[src/rtl/hazard_fwd_unit_if.sv]
// Bundle of pipeline-side signals for the hazard/forwarding unit.
// The pipeline drives through the master modport; the unit attaches to the slave modport.
interface hazard_fwd_unit_if #(
  parameter int ADDR_W  = 5,
  parameter int NUM_SRC = 2,
  parameter int CNT_W   = 16
);
  logic [NUM_SRC*ADDR_W-1:0] id_rs;
  logic [NUM_SRC-1:0]        id_rs_used;
  logic [ADDR_W-1:0]         id_rd;
  logic                      id_regwrite;
  logic                      id_is_md;
  logic [NUM_SRC*ADDR_W-1:0] ex_rs;
  logic [ADDR_W-1:0]         ex_rd;
  logic                      ex_regwrite;
  logic                      ex_memread;
  logic                      md_issue;
  logic [ADDR_W-1:0]         ex_mem_rd;
  logic                      ex_mem_regwrite;
  logic [ADDR_W-1:0]         mem_wb_rd;
  logic                      mem_wb_regwrite;
  logic                      perf_clr;
  logic [2*NUM_SRC-1:0]      fwd_sel;
  logic                      stall;
  logic                      flush_ex;
  logic                      md_done;
  logic                      md_busy;
  logic [ADDR_W-1:0]         md_rd_q;
  logic                      md_err;
  logic [CNT_W-1:0]          stall_cnt;

  modport master (
    output id_rs, id_rs_used, id_rd, id_regwrite, id_is_md,
    output ex_rs, ex_rd, ex_regwrite, ex_memread, md_issue,
    output ex_mem_rd, ex_mem_regwrite, mem_wb_rd, mem_wb_regwrite, perf_clr,
    input  fwd_sel, stall, flush_ex, md_done, md_busy, md_rd_q, md_err, stall_cnt
  );

  modport slave (
    input  id_rs, id_rs_used, id_rd, id_regwrite, id_is_md,
    input  ex_rs, ex_rd, ex_regwrite, ex_memread, md_issue,
    input  ex_mem_rd, ex_mem_regwrite, mem_wb_rd, mem_wb_regwrite, perf_clr,
    output fwd_sel, stall, flush_ex, md_done, md_busy, md_rd_q, md_err, stall_cnt
  );
endinterface

[src/rtl/hazard_fwd_unit.sv]
// EX-stage forwarding selects, ID-stage stall/bubble generation and a single-entry
// countdown scoreboard for the multi-cycle mul/div unit, plus a saturating stall counter.
module hazard_fwd_unit #(
  parameter int ADDR_W  = 5,
  parameter int NUM_SRC = 2,
  parameter int MD_LAT  = 4,
  parameter int CNT_W   = 16
) (
  input logic            clk,
  input logic            rstn,
  hazard_fwd_unit_if.slave bus
);
  localparam logic [3:0] MD_LOAD = 4'(MD_LAT);

  logic               md_busy_q, md_busy_d;
  logic [3:0]         md_cnt_q, md_cnt_d;
  logic [ADDR_W-1:0]  md_rd_q, md_rd_d;
  logic               md_err_q, md_err_d;
  logic [CNT_W-1:0]   stall_cnt_q, stall_cnt_d;

  logic               md_done;
  logic               md_pend;
  logic               md_accept;
  logic               stall_c;
  logic [2*NUM_SRC-1:0] fwd_c;

  // x0 is hardwired zero, so it never participates in a dependency.
  function automatic logic match(input logic [ADDR_W-1:0] a, input logic [ADDR_W-1:0] d);
    return (a == d) && (d != '0);
  endfunction

  // md_pend: result is still too far away for a consumer released now to catch the bypass.
  always_comb begin
    md_done   = md_busy_q && (md_cnt_q == 4'd1);
    md_pend   = md_busy_q && (md_cnt_q > 4'd2);
    md_accept = bus.md_issue && (!md_busy_q || md_done);
  end

  always_comb begin
    md_busy_d = md_busy_q;
    md_cnt_d  = md_cnt_q;
    md_rd_d   = md_rd_q;
    md_err_d  = md_err_q | (bus.md_issue && !md_accept);
    if (md_accept) begin
      md_busy_d = 1'b1;
      md_cnt_d  = MD_LOAD;
      md_rd_d   = bus.ex_rd;
    end else if (md_busy_q) begin
      md_cnt_d = md_cnt_q - 4'd1;
      if (md_cnt_q == 4'd1) md_busy_d = 1'b0;
    end
  end

  always_comb begin
    stall_c = 1'b0;
    for (int s = 0; s < NUM_SRC; s++) begin
      if (bus.id_rs_used[s]) begin
        if (bus.ex_memread && bus.ex_regwrite && match(bus.id_rs[s*ADDR_W +: ADDR_W], bus.ex_rd))
          stall_c = 1'b1;
        if (bus.md_issue && match(bus.id_rs[s*ADDR_W +: ADDR_W], bus.ex_rd))
          stall_c = 1'b1;
        if (md_pend && match(bus.id_rs[s*ADDR_W +: ADDR_W], md_rd_q))
          stall_c = 1'b1;
      end
    end
    if (md_pend && bus.id_regwrite && match(bus.id_rd, md_rd_q)) stall_c = 1'b1;
    if (bus.id_is_md && (md_pend || bus.md_issue)) stall_c = 1'b1;
    if (!rstn) stall_c = 1'b0;
  end

  // The mul/div bypass wins because it is the youngest value for that register.
  always_comb begin
    fwd_c = '0;
    for (int s = 0; s < NUM_SRC; s++) begin
      if (md_done && match(bus.ex_rs[s*ADDR_W +: ADDR_W], md_rd_q))
        fwd_c[2*s +: 2] = 2'b11;
      else if (bus.ex_mem_regwrite && match(bus.ex_rs[s*ADDR_W +: ADDR_W], bus.ex_mem_rd))
        fwd_c[2*s +: 2] = 2'b01;
      else if (bus.mem_wb_regwrite && match(bus.ex_rs[s*ADDR_W +: ADDR_W], bus.mem_wb_rd))
        fwd_c[2*s +: 2] = 2'b10;
    end
    if (!rstn) fwd_c = '0;
  end

  always_comb begin
    stall_cnt_d = stall_cnt_q;
    if (bus.perf_clr)
      stall_cnt_d = '0;
    else if (stall_c && (stall_cnt_q != '1))
      stall_cnt_d = stall_cnt_q + CNT_W'(1);
  end

  always_ff @(posedge clk or negedge rstn) begin
    if (!rstn) begin
      md_busy_q   <= 1'b0;
      md_cnt_q    <= 4'd0;
      md_rd_q     <= '0;
      md_err_q    <= 1'b0;
      stall_cnt_q <= '0;
    end else begin
      md_busy_q   <= md_busy_d;
      md_cnt_q    <= md_cnt_d;
      md_rd_q     <= md_rd_d;
      md_err_q    <= md_err_d;
      stall_cnt_q <= stall_cnt_d;
    end
  end

  assign bus.fwd_sel   = fwd_c;
  assign bus.stall     = stall_c;
  assign bus.flush_ex  = stall_c;
  assign bus.md_done   = md_done;
  assign bus.md_busy   = md_busy_q;
  assign bus.md_rd_q   = md_rd_q;
  assign bus.md_err    = md_err_q;
  assign bus.stall_cnt = stall_cnt_q;
endmodule

[src/flat_wrapper.sv]
// flat-port wrapper written by rule: the top's interface ports become plain ports
module hazard_fwd_unit_flat 
#(
  parameter int ADDR_W  = 5,
  parameter int NUM_SRC = 2,
  parameter int MD_LAT  = 4,
  parameter int CNT_W   = 16
)
  (clk, rstn, bus_id_rs, bus_id_rs_used, bus_id_rd, bus_id_regwrite, bus_id_is_md, bus_ex_rs, bus_ex_rd, bus_ex_regwrite, bus_ex_memread, bus_md_issue, bus_ex_mem_rd, bus_ex_mem_regwrite, bus_mem_wb_rd, bus_mem_wb_regwrite, bus_perf_clr, bus_fwd_sel, bus_stall, bus_flush_ex, bus_md_done, bus_md_busy, bus_md_rd_q, bus_md_err, bus_stall_cnt);
  hazard_fwd_unit_if #(.ADDR_W(ADDR_W), .NUM_SRC(NUM_SRC), .CNT_W(CNT_W)) bus_i ();
  input logic clk;
  input logic rstn;
  input wire logic [$bits(bus_i.id_rs)-1:0] bus_id_rs;
  input wire logic [$bits(bus_i.id_rs_used)-1:0] bus_id_rs_used;
  input wire logic [$bits(bus_i.id_rd)-1:0] bus_id_rd;
  input wire logic [$bits(bus_i.id_regwrite)-1:0] bus_id_regwrite;
  input wire logic [$bits(bus_i.id_is_md)-1:0] bus_id_is_md;
  input wire logic [$bits(bus_i.ex_rs)-1:0] bus_ex_rs;
  input wire logic [$bits(bus_i.ex_rd)-1:0] bus_ex_rd;
  input wire logic [$bits(bus_i.ex_regwrite)-1:0] bus_ex_regwrite;
  input wire logic [$bits(bus_i.ex_memread)-1:0] bus_ex_memread;
  input wire logic [$bits(bus_i.md_issue)-1:0] bus_md_issue;
  input wire logic [$bits(bus_i.ex_mem_rd)-1:0] bus_ex_mem_rd;
  input wire logic [$bits(bus_i.ex_mem_regwrite)-1:0] bus_ex_mem_regwrite;
  input wire logic [$bits(bus_i.mem_wb_rd)-1:0] bus_mem_wb_rd;
  input wire logic [$bits(bus_i.mem_wb_regwrite)-1:0] bus_mem_wb_regwrite;
  input wire logic [$bits(bus_i.perf_clr)-1:0] bus_perf_clr;
  output wire logic [$bits(bus_i.fwd_sel)-1:0] bus_fwd_sel;
  output wire logic [$bits(bus_i.stall)-1:0] bus_stall;
  output wire logic [$bits(bus_i.flush_ex)-1:0] bus_flush_ex;
  output wire logic [$bits(bus_i.md_done)-1:0] bus_md_done;
  output wire logic [$bits(bus_i.md_busy)-1:0] bus_md_busy;
  output wire logic [$bits(bus_i.md_rd_q)-1:0] bus_md_rd_q;
  output wire logic [$bits(bus_i.md_err)-1:0] bus_md_err;
  output wire logic [$bits(bus_i.stall_cnt)-1:0] bus_stall_cnt;
  assign bus_i.id_rs = bus_id_rs;
  assign bus_i.id_rs_used = bus_id_rs_used;
  assign bus_i.id_rd = bus_id_rd;
  assign bus_i.id_regwrite = bus_id_regwrite;
  assign bus_i.id_is_md = bus_id_is_md;
  assign bus_i.ex_rs = bus_ex_rs;
  assign bus_i.ex_rd = bus_ex_rd;
  assign bus_i.ex_regwrite = bus_ex_regwrite;
  assign bus_i.ex_memread = bus_ex_memread;
  assign bus_i.md_issue = bus_md_issue;
  assign bus_i.ex_mem_rd = bus_ex_mem_rd;
  assign bus_i.ex_mem_regwrite = bus_ex_mem_regwrite;
  assign bus_i.mem_wb_rd = bus_mem_wb_rd;
  assign bus_i.mem_wb_regwrite = bus_mem_wb_regwrite;
  assign bus_i.perf_clr = bus_perf_clr;
  assign bus_fwd_sel = bus_i.fwd_sel;
  assign bus_stall = bus_i.stall;
  assign bus_flush_ex = bus_i.flush_ex;
  assign bus_md_done = bus_i.md_done;
  assign bus_md_busy = bus_i.md_busy;
  assign bus_md_rd_q = bus_i.md_rd_q;
  assign bus_md_err = bus_i.md_err;
  assign bus_stall_cnt = bus_i.stall_cnt;
  hazard_fwd_unit #(.ADDR_W(ADDR_W), .NUM_SRC(NUM_SRC), .MD_LAT(MD_LAT), .CNT_W(CNT_W)) u_core (.clk(clk), .rstn(rstn), .bus(bus_i));
endmodule
[config.mk]
export PLATFORM = sky130hd
export DESIGN_NAME = hazard_fwd_unit_flat
export DESIGN_NICKNAME = d
export VERILOG_FILES = /design/src/rtl/hazard_fwd_unit_if.sv /design/src/rtl/hazard_fwd_unit.sv /design/src/flat_wrapper.sv
export SDC_FILE = /design/constraint.sdc
export NUM_CORES = 1
export LEC_CHECK = 0
export ABC_AREA = 1
export CORE_MARGIN = 2
export CORE_UTILIZATION = 45
export CTS_BUF_LIST = sky130_fd_sc_hd__clkbuf_16
export CTS_CLUSTER_DIAMETER = 30
export DETAILED_ROUTE_END_ITERATION = 12
export HOLD_SLACK_MARGIN = 0.15
export PLACE_DENSITY = 0.78
export SETUP_SLACK_MARGIN = 0.05
export SYNTH_ARGS = -nofsm -noshare
export SYNTH_HDL_FRONTEND = slang
export SYNTH_SLANG_ARGS = --single-unit
[constraint.sdc]
create_clock -name clk -period 4 [get_ports clk]
set_input_delay 1 -clock clk [delete_from_list [all_inputs] [get_ports clk]]
set_output_delay 1 -clock clk [all_outputs]
set_load 0.02 [all_outputs]
==> results_dict.tcl <==
set metrics [dict create \
    status "completed" \
    fmax_ghz 0.269 \
    rr_startpoint "u_core.md_cnt_q[0]" \
    grt_pass1_wl_mm 11.9 \
    drt.antenna.violating_nets 0 \
    path_common_cell "nand2_1" \
    rows 27 \
    grtUsageTotal_pct 23.2 \
    crit_fanout 4 \
    postCtsSetupRepairBufs 0 \
    worst_pin_slew_ps 416 \
    ys_ff_latch 27 \
    power.leakage_nw 1.73 \
    grt_max_degree 29 \
    die_w_um 79.8 \
    core_area_um2 5540 \
    netlist_area_um2 2580 \
    h-tree-depth 1 \
    syn_avg_cell_area_um2 6.76 \
    critPathKind "in2out" \
    critPathLaunchType "primary input" \
    pwr_density_cell_nw_per_um2 376 \
    vias_per_cell 5.07 \
    cts_max_path_buffers 2 \
    ctsHoldBuffers 0 \
    postSynthCellCount 382 \
    grt-ovfl-total 0 \
    setup_violations 0 \
    synth_edf_count 0 \
    min_period_ps 3720 \
    hold_viol 0 \
    fin_nets 520 \
    ir_drop_v 0.000343 \
    hold_class "reg2reg" \
    insertion_delay_ps 260 \
    report.final.slew_viol_count 0 \
    fin_crit_sh_pct 93.1 \
    place_congestion 0.881 \
    min_from "u_core.bus.md_err" \
    crit_path_end_kind "output pin" \
    synthArstFlopShare_pct 100 \
    stdcell_count 535 \
    crit_required_ps 3000 \
    top_level_ports 82 \
    clock-sinks 27 \
    drc 0 \
    drive_above_1_share_pct 10.2 \
    dp_hpwl_mm 5.47 \
    path_clk_slew_ps 60 \
    antennaDiodeCount 0 \
    cts_tree "built" \
    cp_slowest_cell "clkdlybuf4s50_1" \
    post_cts_resized 4 \
    die_h_um 79.8 \
    syn_to_final_growth_pct 37.4 \
    synth-main-ff-cell "dfrtp_1" \
    holdPathEnd "u_core.bus.md_err" \
    clockRootBuffer "clkbuf_16" \
    yosysSeqAreaShare_pct 26.2 \
    yosys.cell_types.count 42 \
    max-cap-violations 0 \
    antenna_found_initial 0 \
    syn-num-nets 438 \
    placement.io_buffers 81 \
    yosys_warnings 0 \
    rsz0062_at_grt "false" \
    fin_skew_ps 4.15 \
    ff2ff_setup_slack_ps 1870 \
    drt-pass1-iter-count 4 \
    dp_cells 531 \
    total_power_w 0.00133 \
    wl_per_cell_um 13.3 \
    cts_buffers 3 \
    first_global_vias 2509 \
    worstPathArrival_ps 2720 \
    wl_mm 7.09 \
    min_path_cells 1 \
    r2r_cells 13 \
    via_count 2711 \
    drt_iter0_markers 108 \
    r2r_end "u_core.bus.stall_cnt[9]" \
    relSlewSlack_pct 72.3 \
    cpPeakStageDelay_ps 470 \
    start_util_pct 46.6 \
    dieArea_um2 6360 \
    worstPathCellList "clkdlybuf4s50_1, inv_1, nand2_1, nand2_1, nand2_1, nor2_1, nand3_1, nand2_1, nand2_1, a31oi_1, dlygate4sd2_1" \
]
==> registers in the layout, summed over array words and instances, names as in the netlist <==
signal	flops
u_core.bus.stall_cnt	16
u_core.bus.md_rd_q	5
u_core.md_cnt_q	4
u_core.bus.md_busy	1
u_core.bus.md_err	1
==> cells by family (layout without fill, tap and decap cells) <==
group | Yosys count | count (layout) | synth area share, %
xor+xnor | 41 | 41 | 13.9
fa+ha+maj | 4 | 4 | 1.94
flops | 27 | 27 | 26.2
buf+inv | 55 | 136 | 9.93
simple gates | 226 | 226 | 41.2
compound gates | 29 | 29 | 6.93
==> layout by cell type (no fill, tap or decap), types with 2 or more instances in the layout <==
cell type and count:
xnor2_1 15, dlymetal6s2s_1 4, nor4_2 3, nand4_1 5, nor2_1 51, dlygate4sd2_1 2
o21ai_0 10, inv_2 3, xor2_1 26, nand3_1 34, buf_4 6, nor3_1 8
nor2_2 2, or2_2 3, nand2_1 92, clkbuf_16 3, nor2_4 2, a221oi_1 2
a211oi_1 4, inv_1 40, ha_1 4, o22ai_1 4, dfrtp_1 27, clkdlybuf4s50_1 75
a21oi_1 4, nand2_2 17
==> cell usage after synthesis, types with 4 or more instances <==
master / count / share of area (%)
nand2_1: 92 / 13
nor2_1: 51 / 7.4
inv_1: 40 / 5.8
nand3_1: 34 / 6.6
dfrtp_1: 27 / 26
xor2_1: 26 / 8.8
nand2_2: 17 / 4.1
xnor2_1: 15 / 5.1
o21ai_0: 10 / 1.9
nor3_1: 8 / 1.5
nand4_1: 5 / 1.2
a211oi_1: 4 / 1.2
a21oi_1: 4 / 0.77
ha_1: 4 / 1.9
nor4_1: 4 / 0.97
o22ai_1: 4 / 0.97
==> through the flow <==
step	setup TNS, ps	worst slack (ps)	cell area (um^2)	hold slack (ps)	utilization, %
floorplan	0	846	2580	501	-
global placement	0	9.30	3440	460	62.2
detailed placement	-1.81	-1.81	3440	469	62.2
CTS	0	69.5	3530	484	63.8
global route	0	159	3550	494	64.1
finish	0	278	3550	481	64.1
==> power by group <==
group	leakage (nW)	switching (W)	internal (W)
logic	1.34	0.000373	0.000300
registers	0.349	0.000106	0.000328
clock network	0.0409	0.0000910	0.000135
==> area by class of cell <==
type                    count  area [um^2]
clock buffers               3         75.1
clock inverters             1         5.00
fillers                   511         1990
inverters                  45          171
multi-input cells         300         1670
flip-flops and latches     27          676
well taps                  72         90.1
repair buffers             87          863
==> worst max path at each step <==
stage | startpoint | to | slack (ps) | depth (start not counted)
floorplan | bus_ex_rd[0] | bus_stall | 850 | 10
global placement | bus_ex_rd[0] | bus_flush_ex | 9 | 11
detailed placement | bus_ex_rd[4] | bus_flush_ex | -2 | 11
CTS | bus_ex_mem_rd[2] | bus_fwd_sel[1] | 70 | 7
global route | bus_ex_rd[3] | bus_flush_ex | 160 | 10
finish | bus_ex_rd[0] | bus_flush_ex | 280 | 11
==> per-layer routing <==
| layer | global-route usage, % | vias up | part of all wire, % |
|---|---|---|---|
| li1 | - | 1374 | - |
| met2 | 39.6 | 85 | 46 |
| met3 | 3.51 | 11 | 6.2 |
| met4 | 4.58 | 0 | 1.2 |
| met1 | 31.4 | 1241 | 46 |
| met5 | 0 | - | 0 |
==> worst max-delay path: cells and delay by family <==
kind | cells | cell delay [ps]
AOI/OAI and AO/OA | 1 | 240
and+or+nand+nor | 7 | 500
buffers and inverters | 3 | 980
No activity file was read; power rests on OpenSTA's default activity.
